[config.mk]
export PLATFORM = sky130hd
export DESIGN_NAME = credit_accumulator
export DESIGN_NICKNAME = d
export VERILOG_FILES = /design/src/rtl/credit_accumulator.sv
export SDC_FILE = /design/constraint.sdc
export NUM_CORES = 1
export LEC_CHECK = 0
export ABC_AREA = 1
export ABC_CLOCK_PERIOD_IN_PS = 24800
export BUFFER_PORTS_ARGS = -buffer_cell sky130_fd_sc_hd__buf_4
export CAP_MARGIN = 20
export CELL_PAD_IN_SITES_DETAIL_PLACEMENT = 1
export CELL_PAD_IN_SITES_GLOBAL_PLACEMENT = 2
export CORE_MARGIN = 1.5
export CORE_UTILIZATION = 34
export DETAILED_ROUTE_END_ITERATION = 7
export PLACE_DENSITY_LB_ADDON = 0.05
export SETUP_SLACK_MARGIN = 0.3
export SLEW_MARGIN = 15
export SYNTH_ARGS = -nofsm -noshare
export SYNTH_HDL_FRONTEND = slang
export SYNTH_SLANG_ARGS = --single-unit
[constraint.sdc]
create_clock -name clk -period 24.8 [get_ports clk]
set_clock_uncertainty 0.05 [all_clocks]
set_input_delay 2.48 -clock clk [delete_from_list [all_inputs] [get_ports clk]]
set_output_delay 2.48 -clock clk [all_outputs]
set_load 0.005 [all_outputs]
[src/rtl/credit_accumulator.sv]
// Multi-channel coin credit accumulator with purchase deduction and chunked refund.
// Optional lifetime audit counter on total_collected: define CREDIT_AUDIT_TOTAL_EN.
module credit_accumulator #(
    parameter int unsigned WIDTH       = 8,
    parameter int unsigned NUM_CH      = 4,
    parameter int unsigned MAX_CREDIT  = 200,
    parameter int unsigned CHANGE_UNIT = 25
) (
    input  logic                    clk,
    input  logic                    reset,
    input  logic [NUM_CH-1:0]       coin_valid,
    input  logic [NUM_CH*WIDTH-1:0] coin_value,
    output logic [NUM_CH-1:0]       coin_reject,
    input  logic                    purchase_req,
    input  logic [WIDTH-1:0]        price,
    output logic                    purchase_ack,
    output logic                    purchase_nack,
    input  logic                    refund_req,
    output logic                    change_valid,
    output logic [WIDTH-1:0]        change_amount,
    input  logic                    change_ready,
    output logic                    refund_done,
    output logic [WIDTH-1:0]        credit,
    output logic [2*WIDTH-1:0]      total_collected
);

    localparam int unsigned SUM_W = WIDTH + $clog2(NUM_CH) + 1;
    localparam int unsigned TOT_W = 2 * WIDTH;
    localparam int unsigned TOT_X = TOT_W + 1;

    typedef enum logic {
        S_IDLE   = 1'b0,
        S_REFUND = 1'b1
    } state_t;

    state_t              r_state;
    state_t              w_state_nxt;
    logic [WIDTH-1:0]    r_credit;
    logic [WIDTH-1:0]    w_credit_nxt;
    logic [NUM_CH-1:0]   r_coin_reject;
    logic [NUM_CH-1:0]   w_coin_reject_nxt;
    logic                r_ack;
    logic                w_ack_nxt;
    logic                r_nack;
    logic                w_nack_nxt;
    logic                r_done;
    logic                w_done_nxt;
    logic [NUM_CH-1:0]   w_acc_mask;
    logic [SUM_W-1:0]    w_acc_sum;
    logic [SUM_W-1:0]    w_run;
    logic [SUM_W-1:0]    w_coin;
    logic [SUM_W-1:0]    w_new_credit;
    logic [WIDTH-1:0]    w_change_amt;

    // In-order coin acceptance against a running sum seeded with the held credit
    always_comb begin
        w_acc_mask = '0;
        w_acc_sum  = '0;
        w_run      = SUM_W'(r_credit);
        w_coin     = '0;
        if (r_state == S_IDLE) begin
            for (int i = 0; i < int'(NUM_CH); i++) begin
                w_coin = SUM_W'(coin_value[i*WIDTH +: WIDTH]);
                if (coin_valid[i] && ((w_run + w_coin) <= SUM_W'(MAX_CREDIT))) begin
                    w_acc_mask[i] = 1'b1;
                    w_run         = w_run + w_coin;
                    w_acc_sum     = w_acc_sum + w_coin;
                end
            end
        end
    end

    assign w_new_credit = SUM_W'(r_credit) + w_acc_sum;
    assign w_change_amt = (r_credit > WIDTH'(CHANGE_UNIT)) ? WIDTH'(CHANGE_UNIT) : r_credit;

    // Next-state and registered-output decode
    always_comb begin
        w_state_nxt       = r_state;
        w_credit_nxt      = r_credit;
        w_coin_reject_nxt = '0;
        w_ack_nxt         = 1'b0;
        w_nack_nxt        = 1'b0;
        w_done_nxt        = 1'b0;
        case (r_state)
            S_IDLE: begin
                w_coin_reject_nxt = coin_valid & ~w_acc_mask;
                w_credit_nxt      = WIDTH'(w_new_credit);
                if (refund_req) begin
                    // A purchase losing to a refund is refused rather than left hanging
                    w_nack_nxt = purchase_req;
                    if (w_new_credit == '0) begin
                        w_done_nxt = 1'b1;
                    end else begin
                        w_state_nxt = S_REFUND;
                    end
                end else if (purchase_req) begin
                    if (r_credit >= price) begin
                        w_ack_nxt    = 1'b1;
                        w_credit_nxt = WIDTH'(w_new_credit - SUM_W'(price));
                    end else begin
                        w_nack_nxt = 1'b1;
                    end
                end
            end
            S_REFUND: begin
                w_coin_reject_nxt = coin_valid;
                w_nack_nxt        = purchase_req;
                if (change_ready) begin
                    w_credit_nxt = r_credit - w_change_amt;
                    if (r_credit == w_change_amt) begin
                        w_done_nxt  = 1'b1;
                        w_state_nxt = S_IDLE;
                    end
                end
            end
            default: begin
                w_state_nxt = S_IDLE;
            end
        endcase
    end

    always_ff @(posedge clk or negedge reset) begin
        if (!reset) begin
            r_state       <= S_IDLE;
            r_credit      <= '0;
            r_coin_reject <= '0;
            r_ack         <= 1'b0;
            r_nack        <= 1'b0;
            r_done        <= 1'b0;
        end else begin
            r_state       <= w_state_nxt;
            r_credit      <= w_credit_nxt;
            r_coin_reject <= w_coin_reject_nxt;
            r_ack         <= w_ack_nxt;
            r_nack        <= w_nack_nxt;
            r_done        <= w_done_nxt;
        end
    end

`ifdef CREDIT_AUDIT_TOTAL_EN
    logic [TOT_W-1:0] r_total;
    logic [TOT_X-1:0] w_total_sum;

    // Saturating lifetime sum of accepted coins
    assign w_total_sum = {1'b0, r_total} + TOT_X'(w_acc_sum);

    always_ff @(posedge clk or negedge reset) begin
        if (!reset) begin
            r_total <= '0;
        end else if (w_total_sum[TOT_W]) begin
            r_total <= '1;
        end else begin
            r_total <= w_total_sum[TOT_W-1:0];
        end
    end

    assign total_collected = r_total;
`else
    assign total_collected = '0;
`endif

    assign change_valid  = (r_state == S_REFUND);
    assign change_amount = (r_state == S_REFUND) ? w_change_amt : '0;
    assign coin_reject   = r_coin_reject;
    assign purchase_ack  = r_ack;
    assign purchase_nack = r_nack;
    assign refund_done   = r_done;
    assign credit        = r_credit;

endmodule

After elaboration in Yosys (flattened, before gate mapping)
Index checks and enable logic that the tools add are counted. W data, S select, Z words.

Add/sub/neg operators: 10. Multipliers: 0. Divide/modulo/power cells: 0. Order comparisons: 6. Equality and inequality tests: 2. Shifts and indexed selects: 0. Mux-type cells: 45. Bitwise operators: 3. Reduce and logical (&&, ||, !) cells: 5.

Operators with widths (number): $mux W11 (12); $add A11 B8 Y11 (6); $mux W8 (7); $le A11 B8 Y1 const B (4); $mux W1 (19); $pmux W8 S2 (1); $sub A8 B8 Y8 (2); $add A8 B11 Y11 (1); $logic_not A11 Y1 (1); $add A8 B8 Y9 (1); $mux W9 (1); $eq A8 B8 Y1 (1); $ge A8 B8 Y1 (1); $gt A8 B5 Y1 const B (1); $pmux W4 S2 (1); $pmux W1 S2 (3); $and A4 B4 Y4 (1); $logic_and A1 B1 Y1 (4); $mux W4 (1); $not A4 Y4 (1); $ne A2 B2 Y1 const B (1); $not A1 Y1 (1).

Bits in registers: 16. Bits in latches: 0. Bits in writable memories: 0. Bits in read-only memories: 0. Output and inout bits: 40. Logic and storage cells: 77. Memories: 0.

Longest topological paths before layout
Gate-level depths: netlist of run 1.

Depth in word-level cells: 26. Mapped depth: 80. Depth with buffers taken out: 76.

Worst setup path before layout of run 1
No wires, ideal clock.

Kind: input -> register. Start point: in coin_value[0]. End point: reg r_credit[7] (netlist: credit[7]). Library setup time: 0.121 ns. Arrival: 11.321 ns. Setup slack: 13.308 ns. Stages: 70. Path buffers: 6. Cells stage by stage: ha_1 > inv_1 > fa_1 > o21ai_2 > a21oi_2 > o21bai_4 > xor2_2 > nand3b_2 > nand3_4 > buf_6 > nand2_1 > o21ai_1 > ha_1 > fa_1 > xnor2_1 > nand3_1 > nand3_1 > nand3_1 > [34 not listed] > nand2_1 > inv_1 > nor2_1 > ha_1 > a21oi_1 > nand2_1 > a21oi_1 > nor2_1 > nor2_1 > inv_1 > nand2_1 > nand2_1 > a21oi_1 > nand2_1 > nand3_1 > nand2_1 > nand3_1 > nand2_1.

Longest elaborated chain between the ends: 26.

Ends and longest elaborated chain: start: declaration (RTL line 12) `input logic [NUM_CH*WIDTH-1:0] coin_value,`; $add A8 B8 Y9 (RTL line 64, 66); $le A11 B8 Y1 (RTL line 64) `if (coin_valid[i] && ((w_run + w_coin) <= SUM_W'(MAX_CREDIT))) begin`; $logic_and A1 B1 Y1 (RTL line 64); $mux W9 (RTL line 64); $mux W11 (RTL line 61) `if (r_state == S_IDLE) begin`; $add A11 B8 Y11 (RTL line 64, 66); $le A11 B8 Y1 (RTL line 64); $logic_and A1 B1 Y1 (RTL line 64); [10 not listed]; $mux W11 (*) (RTL line 64); $mux W11 (*) (RTL line 61); $add A8 B11 Y11 (*) (RTL line 73) `assign w_new_credit = SUM_W'(r_credit) + w_acc_sum;`; $sub A8 B8 Y8 (RTL line 99) `w_credit_nxt = WIDTH'(w_new_credit - SUM_W'(price));`; $mux W8 (RTL line 97) `if (r_credit >= price) begin`; $mux W8 (RTL line 96) `end else if (purchase_req) begin`; $mux W8 (*) (RTL line 88) `if (refund_req) begin`; $pmux W8 S2 (*) (RTL line 84) `case (r_state)`; end signal: assignment (RTL line 132) `r_credit <= w_credit_nxt;`; end: declaration (RTL line 38) `logic [WIDTH-1:0] r_credit;`.

Mark *: on every way between the ends. The rest lies on a longest branch, timed or not. The select of a mux whose other input is x is not followed. A chain may end at the register's enable or synchronous reset.

Final worst setup path of run 1
Ends and elaborated chain as after synthesis.

==> results.sh, run 1 <==
export IMPL_status="finished clean"
export IMPL_cts_hold_fix_buffers=0
export IMPL_avgSynthCellArea_um2=6.286
export IMPL_grt_pass1_vias=5817
export IMPL_end_kind="flop"
export IMPL_die_area_um2=16020
export IMPL_path_common_cell="nand2_1"
export IMPL_cp_arrival_ns=13.50
export IMPL_start_util_pct=35.33
export IMPL_cts_tree="built"
export IMPL_ys_seq_elements=16
export IMPL_final_cell_count_no_fill=1072
export IMPL_synth_xor_area_share_pct=6.217
export IMPL_clkSinkCount=16
export IMPL_synthAdderAreaFrac_pct=22.99
export IMPL_final_common_cell="nand2_1"
export IMPL_place_detailed_hpwl_mm=15.71
export IMPL_design_area_um2=5899
export IMPL_r2r_end="credit[7]$_DFFE_PN0P_"
export IMPL_place_gp_congestion=0.8931
export IMPL_final_cell_mix="nand2_1 (202), inv_1 (130), ha_1 (81)"
export IMPL_cts_made_buffers=3
export IMPL_dieHeight_um=126.6
export IMPL_routed_via_density=5.182
export IMPL_yosysUniqueCellTypes=50
export IMPL_ioPinCount=89
export IMPL_synth_compound_area_share_pct=19.18
export IMPL_startpoint="coin_value[0]"
export IMPL_yosysTopAreaCell="ha_1"
export IMPL_dr_pass1_iters=5
export IMPL_holdPathStages=2
export IMPL_min_period_over_period_pct=54.08
export IMPL_die_x_um=126.6
export IMPL_via_count=5555
export IMPL_reg2reg_slack_ns=12.90
export IMPL_drive_above_1_share_pct=12.95
export IMPL_cts_buffer_depth=2
export IMPL_synth_top_area_share_pct=19.52
export IMPL_grt_overflow=0
export IMPL_antenna_found_initial=0
export IMPL_htreeDepth=1
export IMPL_r2r_start="credit[1]$_DFFE_PN0P_"
export IMPL_path_clk_slew_ns=0.06
export IMPL_io_buffers=69
export IMPL_reg2reg_depth=64
export IMPL_synth_area_um2=5192
export IMPL_cts_repair_resized=0
export IMPL_final_util_pct=40.13
export IMPL_max_stage_delay_ns=0.48
export IMPL_grt_max_degree=33
export IMPL_grtUsageTotal_pct=23.09
export IMPL_slew_violations=0
export IMPL_place_inst=1068
export IMPL_max_slew_margin_pct=57.23
export IMPL_cts_root_buffer="clkbuf_16"
export IMPL_async_flop_share_pct=100.0
export IMPL_synth_area_leaders="ha_1 (20%), nand2_1 (15%), inv_1 (9.4%), dfrtp_1 (7.7%), a21oi_1 (6.5%)"
export IMPL_synth_mux_area_share_pct=0
export IMPL_startpoint_type="primary input"
export IMPL_clock_fmax_mhz=74.56
export IMPL_wl_per_cell_um=17.00
export IMPL_synth_yosys_seq_area_share_pct=7.711
export IMPL_grt_pass1_wl_mm=29.57
export IMPL_synth_edf_count=0
export IMPL_hold_path_class="reg -> reg"
export IMPL_drtIter0Drc=150
export IMPL_synthToLayoutAreaGrowth_pct=13.61
export IMPL_period_minus_slack_ns=13.41
export IMPL_crit_end="credit[7]$_DFFE_PN0P_"
export IMPL_nets=1028
export IMPL_synth_top_family_by_area="simple AND/OR/NAND/NOR gates"
export IMPL_rsz0062_at_grt="no"
export IMPL_rows=44
export IMPL_clkLatencyLatePin_ns=0.26
export IMPL_synth_simple_gate_area_share_pct=30.41
export IMPL_antenna_left=0
export IMPL_timing_max_cap_violations=0
export IMPL_tightest_slew_ns=0.6336
export IMPL_drc_errors=0
export IMPL_totalWireLength_mm=18.22
export IMPL_setup_violations=0
export IMPL_path_class="in -> reg"
export IMPL_synth_warnings=0
export IMPL_worstPathRequired_ns=24.89
export IMPL_crit_slowest_cell="nand3_2"
export IMPL_finalSetupTns_ns=0
export IMPL_cts_setup_buffers=0
export IMPL_core_area_um2=14700
export IMPL_crit_fanout=32
export IMPL_postPlaceCellArea_um2=5811
export IMPL_finalHoldViolations=0
export IMPL_num_antenna_cells=0
export IMPL_syn_inst=826
export IMPL_synth_flop_cell="dfrtp_1"
-- critical path, delay by kind of cell --
family / cells / cell delay, ns
AOI/OAI and AO/OA: 10 / 2.09
and+or+nand+nor: 34 / 4.21
xor gates and xnor gates: 2 / 0.30
buffers and inverters: 11 / 1.57
adders and majority gates: 9 / 2.85
-- worst min-delay path by stage --
stage,from,to,slack [ns]
after floorplan,credit[7]$_DFFE_PN0P_,credit[7]$_DFFE_PN0P_,0.59
after global placement,change_valid$_DFF_PN0_,purchase_ack$_DFF_PN0_,0.69
after detailed placement,change_valid$_DFF_PN0_,purchase_ack$_DFF_PN0_,0.71
after CTS,change_valid$_DFF_PN0_,purchase_ack$_DFF_PN0_,0.71
after global routing,change_valid$_DFF_PN0_,purchase_ack$_DFF_PN0_,0.74
final,change_valid$_DFF_PN0_,purchase_ack$_DFF_PN0_,0.70
-- metal layers --
layer	routed length, µm	vias to the layer above	GRT usage, %
li1	-	2830	-
met1	8766	2615	30.49
met2	8834	94	42.59
met3	433	16	1.097
met4	189	0	2.975
met5	0	-	0
-- per-stage QoR --
step | setup WS [ns] | hold slack [ns]
detailed placement | 11.16 | 0.7094
floorplan | 13.31 | 0.5925
finish | 11.39 | 0.7048
CTS | 11.38 | 0.7107
global route | 10.12 | 0.7436
global placement | 11.53 | 0.6883
-- final cells by class --
class / count / area, µm²
Tap cell: 184 / 230.2
Fill cell: 2008 / 8800
Inverter: 131 / 491.7
Sequential cell: 16 / 400.4
Multi-Input combinational cell: 667 / 4163
Timing Repair Buffer: 70 / 525.5
Clock buffer: 4 / 88.84
-- flip-flops by register name, indices dropped and copies added, names as in the netlist --
signal and flops:
refund_done 1, purchase_ack 1, purchase_nack 1, coin_reject 4, credit 8, change_valid 1
-- kinds of logic (layout without fill, tap and decap cells) --
kind of cell | count (synthesis) | in the layout
AOI/OAI and AO/OA | 167 | 167
and+or+nand+nor | 355 | 355
other | 1 | 19
adders and majority gates | 90 | 90
xor gates and xnor gates | 36 | 36
buffers and inverters | 161 | 205
DFF | 16 | 16
-- synth_stat cells, types with 3 or more instances --
| master | number |
|---|---|
| nor2_4 | 4 |
| nand2_1 | 202 |
| a21oi_1 | 67 |
| o21ai_1 | 17 |
| nor2_1 | 53 |
| o21ai_2 | 11 |
| o21ai_0 | 35 |
| a31oi_1 | 3 |
| buf_2 | 5 |
| buf_4 | 19 |
| xnor2_1 | 13 |
| o211ai_1 | 5 |
| ha_1 | 81 |
| nand3_1 | 45 |
| fa_1 | 9 |
| nand3b_1 | 7 |
| nand4_1 | 17 |
| a21oi_2 | 4 |
| inv_1 | 130 |
| or2_2 | 7 |
| xor2_1 | 22 |
| o21bai_1 | 5 |
| nor3_1 | 6 |
| clkbuf_1 | 4 |
| o21a_1 | 3 |
| nand3_2 | 3 |
| o221ai_1 | 3 |
| dfrtp_1 | 16 |
Power of run 1 is left out: the tool's default activity adds up to more than one toggle a clock period on the data nets, which glitch-free logic cannot reach.
==> inputs of run 2 (changes only) <==
--- a/config.mk
+++ b/config.mk
@@ -5,14 +5,14 @@
 export SDC_FILE = /design/constraint.sdc
 export NUM_CORES = 1
 export LEC_CHECK = 0
-export ABC_AREA = 1
-export ABC_CLOCK_PERIOD_IN_PS = 24800
+export ABC_AREA = 0
+export ABC_CLOCK_PERIOD_IN_PS = 11700
 export BUFFER_PORTS_ARGS = -buffer_cell sky130_fd_sc_hd__buf_4
 export CAP_MARGIN = 20
 export CELL_PAD_IN_SITES_DETAIL_PLACEMENT = 1
 export CELL_PAD_IN_SITES_GLOBAL_PLACEMENT = 2
 export CORE_MARGIN = 1.5
-export CORE_UTILIZATION = 34
+export CORE_UTILIZATION = 31
 export DETAILED_ROUTE_END_ITERATION = 7
 export PLACE_DENSITY_LB_ADDON = 0.05
 export SETUP_SLACK_MARGIN = 0.3
==> constraint.sdc (replaced) <==
create_clock -name clk -period 11.7 [get_ports clk]
set_clock_uncertainty 0.05 [all_clocks]
set_input_delay 1.17 -clock clk [delete_from_list [all_inputs] [get_ports clk]]
set_output_delay 1.17 -clock clk [all_outputs]
set_load 0.005 [all_outputs]
==> run 2 against run 1 <==
Compared with the run above:
- final area is 28% higher
- critical path depth is 16 lower
- synthesized cell count is 18% lower
- global-route usage is 1.6 points lower
- highest routed layer unchanged
- register-to-register slack worse by 12 ns
- synthesized area is 3.0% higher
- core utilization is 5.0 points higher
==> results.sh, run 2 <==
export IMPL_max_stage_delay_ns=0.49
export IMPL_crit_slowest_cell="or4b_4"
export IMPL_cts_made_buffers=3
export IMPL_die_x_um=134.4
export IMPL_period_minus_slack_ns=11.58
export IMPL_timing_max_cap_violations=0
export IMPL_drc_errors=0
export IMPL_multi_input_area_um2=5274
export IMPL_grt_busiest_layer="met2"
export IMPL_largest_reg_flops=8
export IMPL_seq_area_um2=400.4
export IMPL_setup_violations=0
export IMPL_cts_root_buffer="clkbuf_16"
export IMPL_hold_path_class="in -> async"
export IMPL_grt_pass1_vias=5967
export IMPL_startpoint_type="primary input"
export IMPL_grtUsageTotal_pct=21.48
export IMPL_path_buf_inv=3
export IMPL_grtUsageMet3_pct=1.663
export IMPL_max_slew_margin_pct=39.08
export IMPL_r2r_start="credit[4]$_DFFE_PN0P_"
export IMPL_synth_warnings=0
export IMPL_slew_violations=0
export IMPL_syn_inst=681
export IMPL_die_area_um2=18050
export IMPL_synth_edf_count=0
export IMPL_dr_pass1_iters=4
export IMPL_yosysTopAreaCell="ha_1"
export IMPL_clock_fmax_mhz=86.32
export IMPL_path_common_cell="fa_2"
export IMPL_whs_ns=0.7250
export IMPL_startpoint="coin_value[0]"
export IMPL_path_clk_slew_ns=0.05
export IMPL_synth_most_common_cell="ha_1"
export IMPL_clkSinkCount=16
export IMPL_rsz0062_at_grt="yes"
export IMPL_via_count=5629
export IMPL_min_period_over_period_pct=99.02
export IMPL_design_area_um2=7543
export IMPL_status="finished clean"
export IMPL_crit_fanout=4
export IMPL_async_flop_share_pct=100.0
export IMPL_cts_tree="built"
export IMPL_path_class="in -> reg"
export IMPL_tightest_slew_ns=0.9077
export IMPL_start_util_pct=32.03
export IMPL_routed_via_density=5.315
export IMPL_grt_max_degree=30
export IMPL_nets=979
export IMPL_place_detailed_hpwl_mm=16.27
export IMPL_num_antenna_cells=0
export IMPL_synth_area_um2=5349
export IMPL_antenna_left=0
export IMPL_grt_overflow=0
export IMPL_fillCellCount=2050
export IMPL_totalWireLength_mm=19.96
export IMPL_core_area_um2=16700
export IMPL_worstPathRequired_ns=11.84
export IMPL_netlist_top_cells_count="ha_1 (81), a21oi_1 (51), nand2_1 (50), nor2_1 (48), inv_1 (46)"
export IMPL_synth_yosys_seq_area_share_pct=7.485
export IMPL_final_util_pct=45.17
export IMPL_grt_use_met2_pct=39.66
export IMPL_grt_pass1_wl_mm=30.99
export IMPL_htreeDepth=1
export IMPL_synth_flop_cell="dfrtp_1"
export IMPL_io_buffers=69
export IMPL_wl_per_cell_um=18.84
export IMPL_use_met1_pct=28.32
export IMPL_rows=47
export IMPL_final_cell_mix="buf_4 (166), ha_1 (62), nand2_1 (49)"
export IMPL_place_gp_congestion=0.8302
export IMPL_postPlaceCellArea_um2=6674
export IMPL_cts_buffer_depth=2
export IMPL_synth_area_leaders="ha_1 (19%), dfrtp_1 (7.5%), a21oi_1 (4.8%), xnor2_1 (4.6%), mux2_2 (3.8%)"
export IMPL_ioPinCount=89
export IMPL_antenna_found_initial=0
export IMPL_finalHoldViolations=0
export IMPL_final_common_cell="buf_4"
export IMPL_critPathTopFamily="compound AO/OA/AOI/OAI gates"
export IMPL_cp_arrival_ns=11.73
export IMPL_end_kind="flop"
export IMPL_drtIter0Drc=211
export IMPL_synthToLayoutAreaGrowth_pct=41.03
export IMPL_clkLatencyLatePin_ns=0.25
export IMPL_yosysUniqueCellTypes=91
export IMPL_drive_above_1_share_pct=37.07
export IMPL_dieHeight_um=134.4
export IMPL_synth_top_area_share_pct=18.95
export IMPL_avgSynthCellArea_um2=7.854
export IMPL_cts_hold_fix_buffers=0
export IMPL_ys_seq_elements=16
## run 2: changes by cell type in the layout (fill, tap and decap cells not counted), moves of 10 or more
cell and change:
a21o_1 +22, a21oi_1 -29, buf_4 +96, ha_1 -19, ha_4 +16, inv_1 -87
mux2_2 +12, nand2_1 -153, nand3_1 -35, nand4_1 -17, nor3_1 +10, o21a_1 +13
o21ai_1 -14, xor2_1 -10
## run 2: timing repair
item / in CTS / in global routing
resized for setup: 34 / 64
setup endpoints to repair: 5 / 7
pin swaps: 20 / 31
buffers inserted: 16 / 15
## run 2: cell families after synthesis
| logic type | after synthesis | synth area share (%) |
|---|---|---|
| buffers and inverters | 84 | 7.766 |
| and+or+nand+nor | 195 | 18.92 |
| xor gates and xnor gates | 42 | 7.135 |
| muxes | 25 | 5.123 |
| other | 1 | 0.07011 |
| adders and majority gates | 90 | 22.32 |
| AOI/OAI and AO/OA | 228 | 31.18 |
| DFF | 16 | 7.485 |
## run 2: layer usage
layer | share of wire (%) | routed length, µm
met1 | 47 | 9393
met2 | 50 | 10070
met3 | 1.8 | 369
met4 | 0.59 | 117
met5 | 0 | 0
## run 2: worst reg2reg max path, delay by kind of cell (launching register included)
kind | cells | cell delay [ns]
compound gates | 20 | 4.23
fa+ha+maj | 10 | 2.87
simple gates | 8 | 1.49
buf+inv | 1 | 0.05
xor+xnor | 4 | 0.72
flops | 1 | 0.55
mux | 3 | 1.04
## run 2: worst paths after layout
| kind | endpoint | slack (ns) | cells after the start |
|---|---|---|---|
| setup / recovery | credit[7]$_DFFE_PN0P_ | 0.12 | 50 |
| hold / removal | credit[6]$_DFFE_PN0P_ | 0.72 | 1 |
| setup reg to reg | credit[7]$_DFFE_PN0P_ | 0.66 | 46 |
| hold reg to reg | credit[0]$_DFFE_PN0P_ | 0.78 | 3 |
| max in group asynchronous | coin_reject[3]$_DFF_PN0_ | 10.67 | 1 |
| min in group clk | credit[0]$_DFFE_PN0P_ | 0.78 | 3 |
## run 2: final cells by class
type,instances,share of cell area (%)
Clock buffer,4,1.178
Inverter,47,2.339
Multi-Input combinational cell,599,69.91
Sequential cell,16,5.308
Tap cell,220,3.649
Timing Repair Buffer,173,17.61
## run 2: per-stage QoR
step	setup slack, ns	std cells	TNS [ns]
detailed placement	-0.3939	1024	-1.345
finish	0.1152	1059	0
floorplan	0.1375	699	0
global route	-0.3187	1059	-0.8097
global placement	-0.1005	1024	-0.1785
CTS	0.2140	1044	0
Power of run 2 is left out for the same reason.
